[src/rtl/ps2_kbd_fifo.sv]
// PS/2 keyboard receiver: oversampled pin synchronizers, 11-bit frame check,
// and an 8-entry first-word-fall-through scan-code FIFO popped by the CPU read strobe.
module ps2_kbd_fifo #(
    parameter int TIMEOUT = 50000
) (
    input  logic       clk,
    input  logic       clrn,
    input  logic       ps2_clk,
    input  logic       ps2_data,
    input  logic       rdn,
    output logic [7:0] data,
    output logic       ready,
    output logic       overflow,
    output logic       frame_err
);

    localparam logic [15:0] IDLE_LIMIT = 16'(TIMEOUT);

    logic [2:0]  clk_sync;
    logic [1:0]  data_sync;
    logic        fall;

    logic [9:0]  shift_buf;
    logic [3:0]  bit_cnt;
    logic [15:0] idle_cnt;
    logic        frame_done;
    logic        frame_ok;

    logic [7:0]  fifo [0:7];
    logic [2:0]  w_ptr;
    logic [2:0]  r_ptr;
    logic [3:0]  cnt;
    logic        pop;
    logic        push_req;
    logic        push_ok;

    // ps2_clk sync resets to all-ones so releasing reset never looks like a falling edge.
    always_ff @(posedge clk or negedge clrn) begin
        if (!clrn) begin
            clk_sync  <= 3'b111;
            data_sync <= 2'b00;
        end else begin
            // NOTE: non-blocking assignments make each stage take the previous stage's old value.
            clk_sync  <= {clk_sync[1:0], ps2_clk};
            data_sync <= {data_sync[0], ps2_data};
        end
    end

    assign fall = (clk_sync[2:1] == 2'b10);

    always_ff @(posedge clk or negedge clrn) begin
        if (!clrn) begin
            shift_buf <= '0;
            bit_cnt   <= '0;
            idle_cnt  <= '0;
        end else if (fall) begin
            idle_cnt <= '0;
            if (bit_cnt == 4'd10) begin
                bit_cnt <= '0;
            end else begin
                shift_buf <= {data_sync[1], shift_buf[9:1]};
                bit_cnt   <= bit_cnt + 4'd1;
            end
        end else if (bit_cnt != 4'd0) begin
            if (idle_cnt == IDLE_LIMIT) begin
                bit_cnt  <= '0;
                idle_cnt <= '0;
            end else begin
                idle_cnt <= idle_cnt + 16'd1;
            end
        end else begin
            idle_cnt <= '0;
        end
    end

    // After ten shifts: [0]=start, [8:1]=d0..d7, [9]=parity; the stop bit is still on the synced line.
    assign frame_done = fall && (bit_cnt == 4'd10);
    assign frame_ok   = !shift_buf[0] && data_sync[1] && (^shift_buf[9:1]);

    always_comb begin
        // NOTE: every output gets a default first so no path leaves a value held (no latch).
        pop      = 1'b0;
        push_req = 1'b0;
        push_ok  = 1'b0;
        if (!rdn && ready)
            pop = 1'b1;
        if (frame_done && frame_ok)
            push_req = 1'b1;
        if (push_req && ((cnt < 4'd8) || pop))
            push_ok = 1'b1;
    end

    // NOTE: storage has no reset; cnt alone decides which entries are meaningful.
    always_ff @(posedge clk) begin
        if (push_ok)
            fifo[w_ptr] <= shift_buf[8:1];
    end

    always_ff @(posedge clk or negedge clrn) begin
        if (!clrn) begin
            w_ptr     <= '0;
            r_ptr     <= '0;
            cnt       <= '0;
            overflow  <= 1'b0;
            frame_err <= 1'b0;
        end else begin
            if (push_ok)
                w_ptr <= w_ptr + 3'd1;
            if (pop)
                r_ptr <= r_ptr + 3'd1;
            if (push_ok && !pop)
                cnt <= cnt + 4'd1;
            else if (pop && !push_ok)
                cnt <= cnt - 4'd1;

            // A new error in the same cycle as a pop keeps the flag set.
            if (push_req && !push_ok)
                overflow <= 1'b1;
            else if (pop)
                overflow <= 1'b0;

            if (frame_done && !frame_ok)
                frame_err <= 1'b1;
            else if (pop)
                frame_err <= 1'b0;
        end
    end

    assign ready = (cnt != 4'd0);
    assign data  = ready ? fifo[r_ptr] : 8'h00;

endmodule

[config.mk]
export PLATFORM = sky130hd
export DESIGN_NAME = ps2_kbd_fifo
export DESIGN_NICKNAME = d
export VERILOG_FILES = /design/src/rtl/ps2_kbd_fifo.sv
export SDC_FILE = /design/constraint.sdc
export NUM_CORES = 1
export LEC_CHECK = 0
export ABC_CLOCK_PERIOD_IN_PS = 3720
export CAP_MARGIN = 40
export CORE_UTILIZATION = 42
export CTS_BUF_LIST = sky130_fd_sc_hd__clkbuf_16
export DETAILED_ROUTE_END_ITERATION = 6
export GPL_TIMING_DRIVEN = 0
export MAX_ROUTING_LAYER = met4
export PLACE_DENSITY = 0.62
export SLEW_MARGIN = 10
export SYNTH_ARGS = -nofsm -noshare
export SYNTH_HDL_FRONTEND = slang
export SYNTH_SLANG_ARGS = --single-unit
export TNS_END_PERCENT = 5
[constraint.sdc]
create_clock -name clk -period 3.72 [get_ports clk]
set_input_delay 0.372 -clock clk [delete_from_list [all_inputs] [get_ports clk]]
set_output_delay 0.372 -clock clk [all_outputs]
set_load 0.1 [all_outputs]
## Word level (Yosys, flattened, before mapping)

Memories as Yosys holds them, arrays and structs flattened.
Index checks and enable logic that the tools add are counted.

- Add/subtract/negate cells: 6
- Magnitude comparators: 1
- Eq/ne operators: 3
- Multiplexer cells: 18
- Bitwise operators: 1
- Reductions and logical operators: 26

Operators by type and width:

| kind | number |
|---|---|
| $mux W16 | 3 |
| $mux W4 | 6 |
| $add A16 B1 Y16 const B | 1 |
| $eq A16 B16 Y1 const B | 1 |
| $logic_and A1 B1 Y1 | 10 |
| $reduce_bool A2 Y1 | 5 |
| $reduce_xor A9 Y1 | 1 |
| $add A4 B1 Y4 const B | 2 |
| $mux W1 | 8 |
| $mux W8 | 1 |
| $reduce_bool A4 Y1 | 2 |
| $add A3 B1 Y3 const B | 2 |
| $logic_not A1 Y1 | 5 |
| $eq A4 B4 Y1 const B | 1 |
| $lt A4 B4 Y1 const B | 1 |
| $reduce_and A2 Y1 | 2 |
| $sub A4 B1 Y4 const B | 1 |
| $eq A2 B2 Y1 const B | 1 |
| $logic_or A1 B1 Y1 | 1 |
| $not A1 Y1 | 1 |

- Bits in registers: 47
- Memory bits (writable): 64
- Output and inout port bits: 11
- Word-level logic and storage cells: 66
- Memories: 1

Memory list:

| memory | depth | width | rd ports | clocked after Yosys merged registers in | wr ports | RTL line | text |
|---|---|---|---|---|---|---|---|
| fifo | 8 | 8 | 1 | 0 | 1 | 29 | `logic [7:0] fifo [0:7];` |

## Longest topological paths before layout

- Depth after elaboration: 11
- Depth in mapped cells: 15
- Mapped depth without buffers: 15

## Worst setup path before layout

OpenSTA, ideal clock, no wires.

- Kind: register to output
- From: register r_ptr[1]
- To: output port data[6]
- Arrival: 2.527 ns
- Data required time: 3.348 ns
- Setup slack: 0.821 ns
- Stages on the path, launching flop included: 6
- Buffers on the path: 2
- Cell sequence: dfrtp_1 clkbuf_1 clkbuf_1 mux4_2 mux2i_1 nor2_1

- Longest elaborated chain between the ends: 2

RTL lines:

| element | RTL line | text |
|---|---|---|
| start: declaration | 31 | `logic [2:0] r_ptr;` |
| start signal: assignment | 110 | `r_ptr <= r_ptr + 3'd1;` |
| $mem_v2 Z8 W8 | n/a |  |
| $mux W8 | 130 | `assign data = ready ? fifo[r_ptr] : 8'h00;` |
| end: declaration | 11 | `output logic [7:0] data,` |

No other way between the ends.

## Worst setup path after layout

- From: register r_ptr[1]
- To: output port data[1]

The elaborated chain is that of the path after synthesis.

==> impl_metrics.csv <==
group,metric,value,unit
logic_synthesis,syn_avg_cell_area,15.6,um2
logic_synthesis,ys_top_cells_by_area,"edfxtp_1 41%, dfrtp_1 23%, mux4_2 7.6%",
detailed_routing,wl_per_cell,15.7,um
run_status,outcome,"finished, final reports clean",
logic_synthesis,synth.distinct_cells,44,
power_and_ir_drop,cellLeakagePower,0.00214,uW
detailed_routing,post_drt_via_cell_ratio,5.09,
setup_path,crit_family,"buffers and inverters",
grt,grt_use_total,15.8,%
hold_path,hold-path-cell-count,0,
logic_synthesis,number_of_flops_mapped_to_enable_cells_by_yosys,64,
setup_path,max_stage_delay,0.53,ns
detailed_routing,routed-via-count,2506,
hold_path,min-delay-path-class,"reg -> reg",
layout,layout.cell_area.non_filler,5550,um2
setup_path,crit_required,3.35,ns
detailed_routing,drt_drc_violations_left,0,
detailed_routing,route.final.wire_length,7740,um
setup_path,timing.critical_path.from_type,"flop",
logic_synthesis,synthMostInstantiatedCell,"edfxtp_1",
detailed_routing,ant_nets,0,
layout,n_antenna_cell,0,
clocking,clock_sinks,111,
timing,finalCritPeriodShare,88.9,%
setup_path,worst_path_max_delay_cell,"clkbuf_1",
timing,report.final.setup_viol,0,
setup_path,cp_data_arrival_time,2.93,ns
setup_path,path_common_cell,"clkbuf_1",
logic_synthesis,yosys.area.top_type,"edfxtp_1",
grt,grt_antenna_before_repair,0,
logic_synthesis,postSynth.topFlopCell,"edfxtp_1",
timing,fin_skew,0.00819,ns
timing,tightestPinTransition,0.837,ns
run,timing.max_cap.violations,0,
grt,globalRoute.totalOverflow,0,
logic_synthesis,synth_seq_cells,111,
timing,final_hold_violation_count,0,
floorplan,die-area,11700,um2
logic_synthesis,synthesis.instances,304,
logic_synthesis,synthesis.area,4730,um2
clocking,clock_tree.htree_level_count,3,
logic_synthesis,synth_sequential_area_ratio,65.5,%
detailed_routing,dr.first_iter.drc_count,132,
setup_path,reg2regPathDepth,13,
timing,maximum_frequency_from_static_timing_analysis,303,MHz
power_and_ir_drop,maximum_resistive_drop_on_vdd,989,uV
logic_synthesis,synth_largest_type_area_fraction,40.6,%
clocking,cts-buffers-inserted,9,
logic_synthesis,synthesis.nets,320,
placement,instance_area_at_placement,5260,um2
clocking,clkTransAtPathRegs,0.07,ns
floorplan,core_area,10900,um2
setup_path,crit_path_max_fanout,10,
floorplan,core.rowCount,38,
grt,grt_first_pass_wirelength,13300,um
timing,slew_headroom,44.0,%
setup_path,worstSetupPathDepth,7,
clocking,cts-root-to-sink-buffers,2,
clocking,cts_tree,"done",
timing,final.setup.tns,0,ns
clocking,root_buffer,"clkbuf_16",
power_and_ir_drop,power.total,4520,uW
grt,grt_pass1_vias,2575,
setup_path,critical_path.n_buffers_inverters,4,
timing,final_slew_violations,0,
placement,dp_hpwl,5390,um
floorplan,die_height,108,um
detailed_routing,drt-pass1-iter-count,4,
layout,nets,363,
power_and_ir_drop,pwr_density_cell,815,nW/um2
grt,largest_net_degree_at_the_start_of_global_routing,36,
setup_path,worstSetupEndpointType,"primary output",
logic_synthesis,synth_commonest_cells,"64 x edfxtp_1, 44 x dfrtp_1, 34 x nor2_1, 16 x mux4_2, 15 x xor2_1",
timing,grt_setup_unrepaired,"false",
logic_synthesis,asyncSetResetFlopFracSynth,42.3,%
setup_path,worstSetupPathType,"reg -> out",
timing,finalWorstPathRequiredPeriod,3.31,ns
layout,final_layout_size_suffix_gt1_share,20.7,%
logic_synthesis,yosysWarningCount,0,
clocking,postCtsSetupBuffers,0,
layout,area_delta_synth_final,17.2,%
setup_path,critical_path.cell_chain,"clkbuf_1 -> clkbuf_1 -> mux4_2 -> mux2i_1 -> nor2_1 -> clkdlybuf4s50_1 -> buf_8",
placement,io_buffer_count,15,
floorplan,floorplan.initialDensity,43.5,%
floorplan,floorplan.io_pins,16,
placement,gp_congestion,0.752,
clocking,worstSkewPairLatency,0.34,ns
timing,final_worst_hold_slack,0.350,ns
floorplan,chipWidth,108,um
clocking,post_cts.resized_instances,0,
[cells in the final DEF, fill, tap and decap left out, types with 2 or more instances in the layout]
cell and count:
nand3_1 8, edfxtp_1 64, ha_1 10, dfstp_2 3
buf_8 11, and4_1 3, nor2b_1 3, nand4b_1 2
a21oi_1 3, nand2b_1 2, o21ai_0 7, xor2_1 15
buf_2 5, clkbuf_16 9, dfrtp_1 44, buf_4 3
and3_1 2, mux4_2 16, inv_1 11, mux2i_1 8
nor3_1 2, xnor2_1 11, clkbuf_1 5, nor2_1 34
nand2_1 13, mux2_2 12, clkdlybuf4s50_1 14, inv_6 3
nand4_1 5
[where the power goes]
group	switching (uW)	internal (uW)	total [uW]
sequential	196	1510	1700
combinational	1090	843	1930
clock	429	457	886
[registers in the layout, summed over array words and instances, names as in the netlist, 2 cells and up]
register / flops
bit_cnt: 4
clk_sync: 3
cnt: 4
data_sync: 2
fifo: 64
idle_cnt: 16
r_ptr: 3
shift_buf: 10
w_ptr: 3
[per-layer routing]
metal  GRT usage, %  part of all wire, %
met5              -                    0
met4           5.28                  1.2
met3           3.62                  2.4
met2           23.3                   47
met1           21.7                   49
[logic make-up after synthesis]
kind of cell | share of synthesized area, %
XOR/XNOR | 5.82
multiplexers | 13.0
buffers and inverters | 1.64
AO/OA/AOI/OAI | 1.77
flip-flops | 65.5
adder cells (fa/ha/maj) | 3.07
AND/OR/NAND/NOR | 9.23
[layout make-up]
cell class / instances / area [um2]
buffer: 9 / 40.0
clock buffer: 9 / 225
clock inverter: 7 / 47.5
fill: 924 / 5340
inverter: 10 / 37.5
multi-input combinational: 174 / 1550
sequential: 111 / 3100
tap: 140 / 175
timing repair buffer: 32 / 365
[worst paths after layout]
path | endpoint | slack (ns) | startpoint
min in group asynchronous | idle_cnt[0] | 0.44 | clrn
max in group asynchronous | clk_sync[0] | 2.72 | clrn
worst min register to register | data_sync[1] | 0.35 | data_sync[0]
worst max-delay path | data[1] | 0.41 | r_ptr[1]
worst max register to register | cnt[3] | 0.61 | shift_buf[2]
worst min-delay path | data_sync[1] | 0.35 | data_sync[0]
[through the flow]
stage          setup WS [ns]  utilization [%]  instances
6_report               0.414             50.9        492
5_1_grt                0.226             50.9        492
4_1_cts                0.363             50.9        492
3_5_place_dp           0.647             48.3        475
3_3_place_gp           0.330             46.5        459
2_1_floorplan          0.821                -        304
[repair_timing]
item | 4_1_cts | 5_1_grt
hold buffers | 1 | 0
hold endpoints to repair | 12 | 0
setup endpoints to repair | 0 | 0
Note: power is estimated with default switching activity, not from simulation.
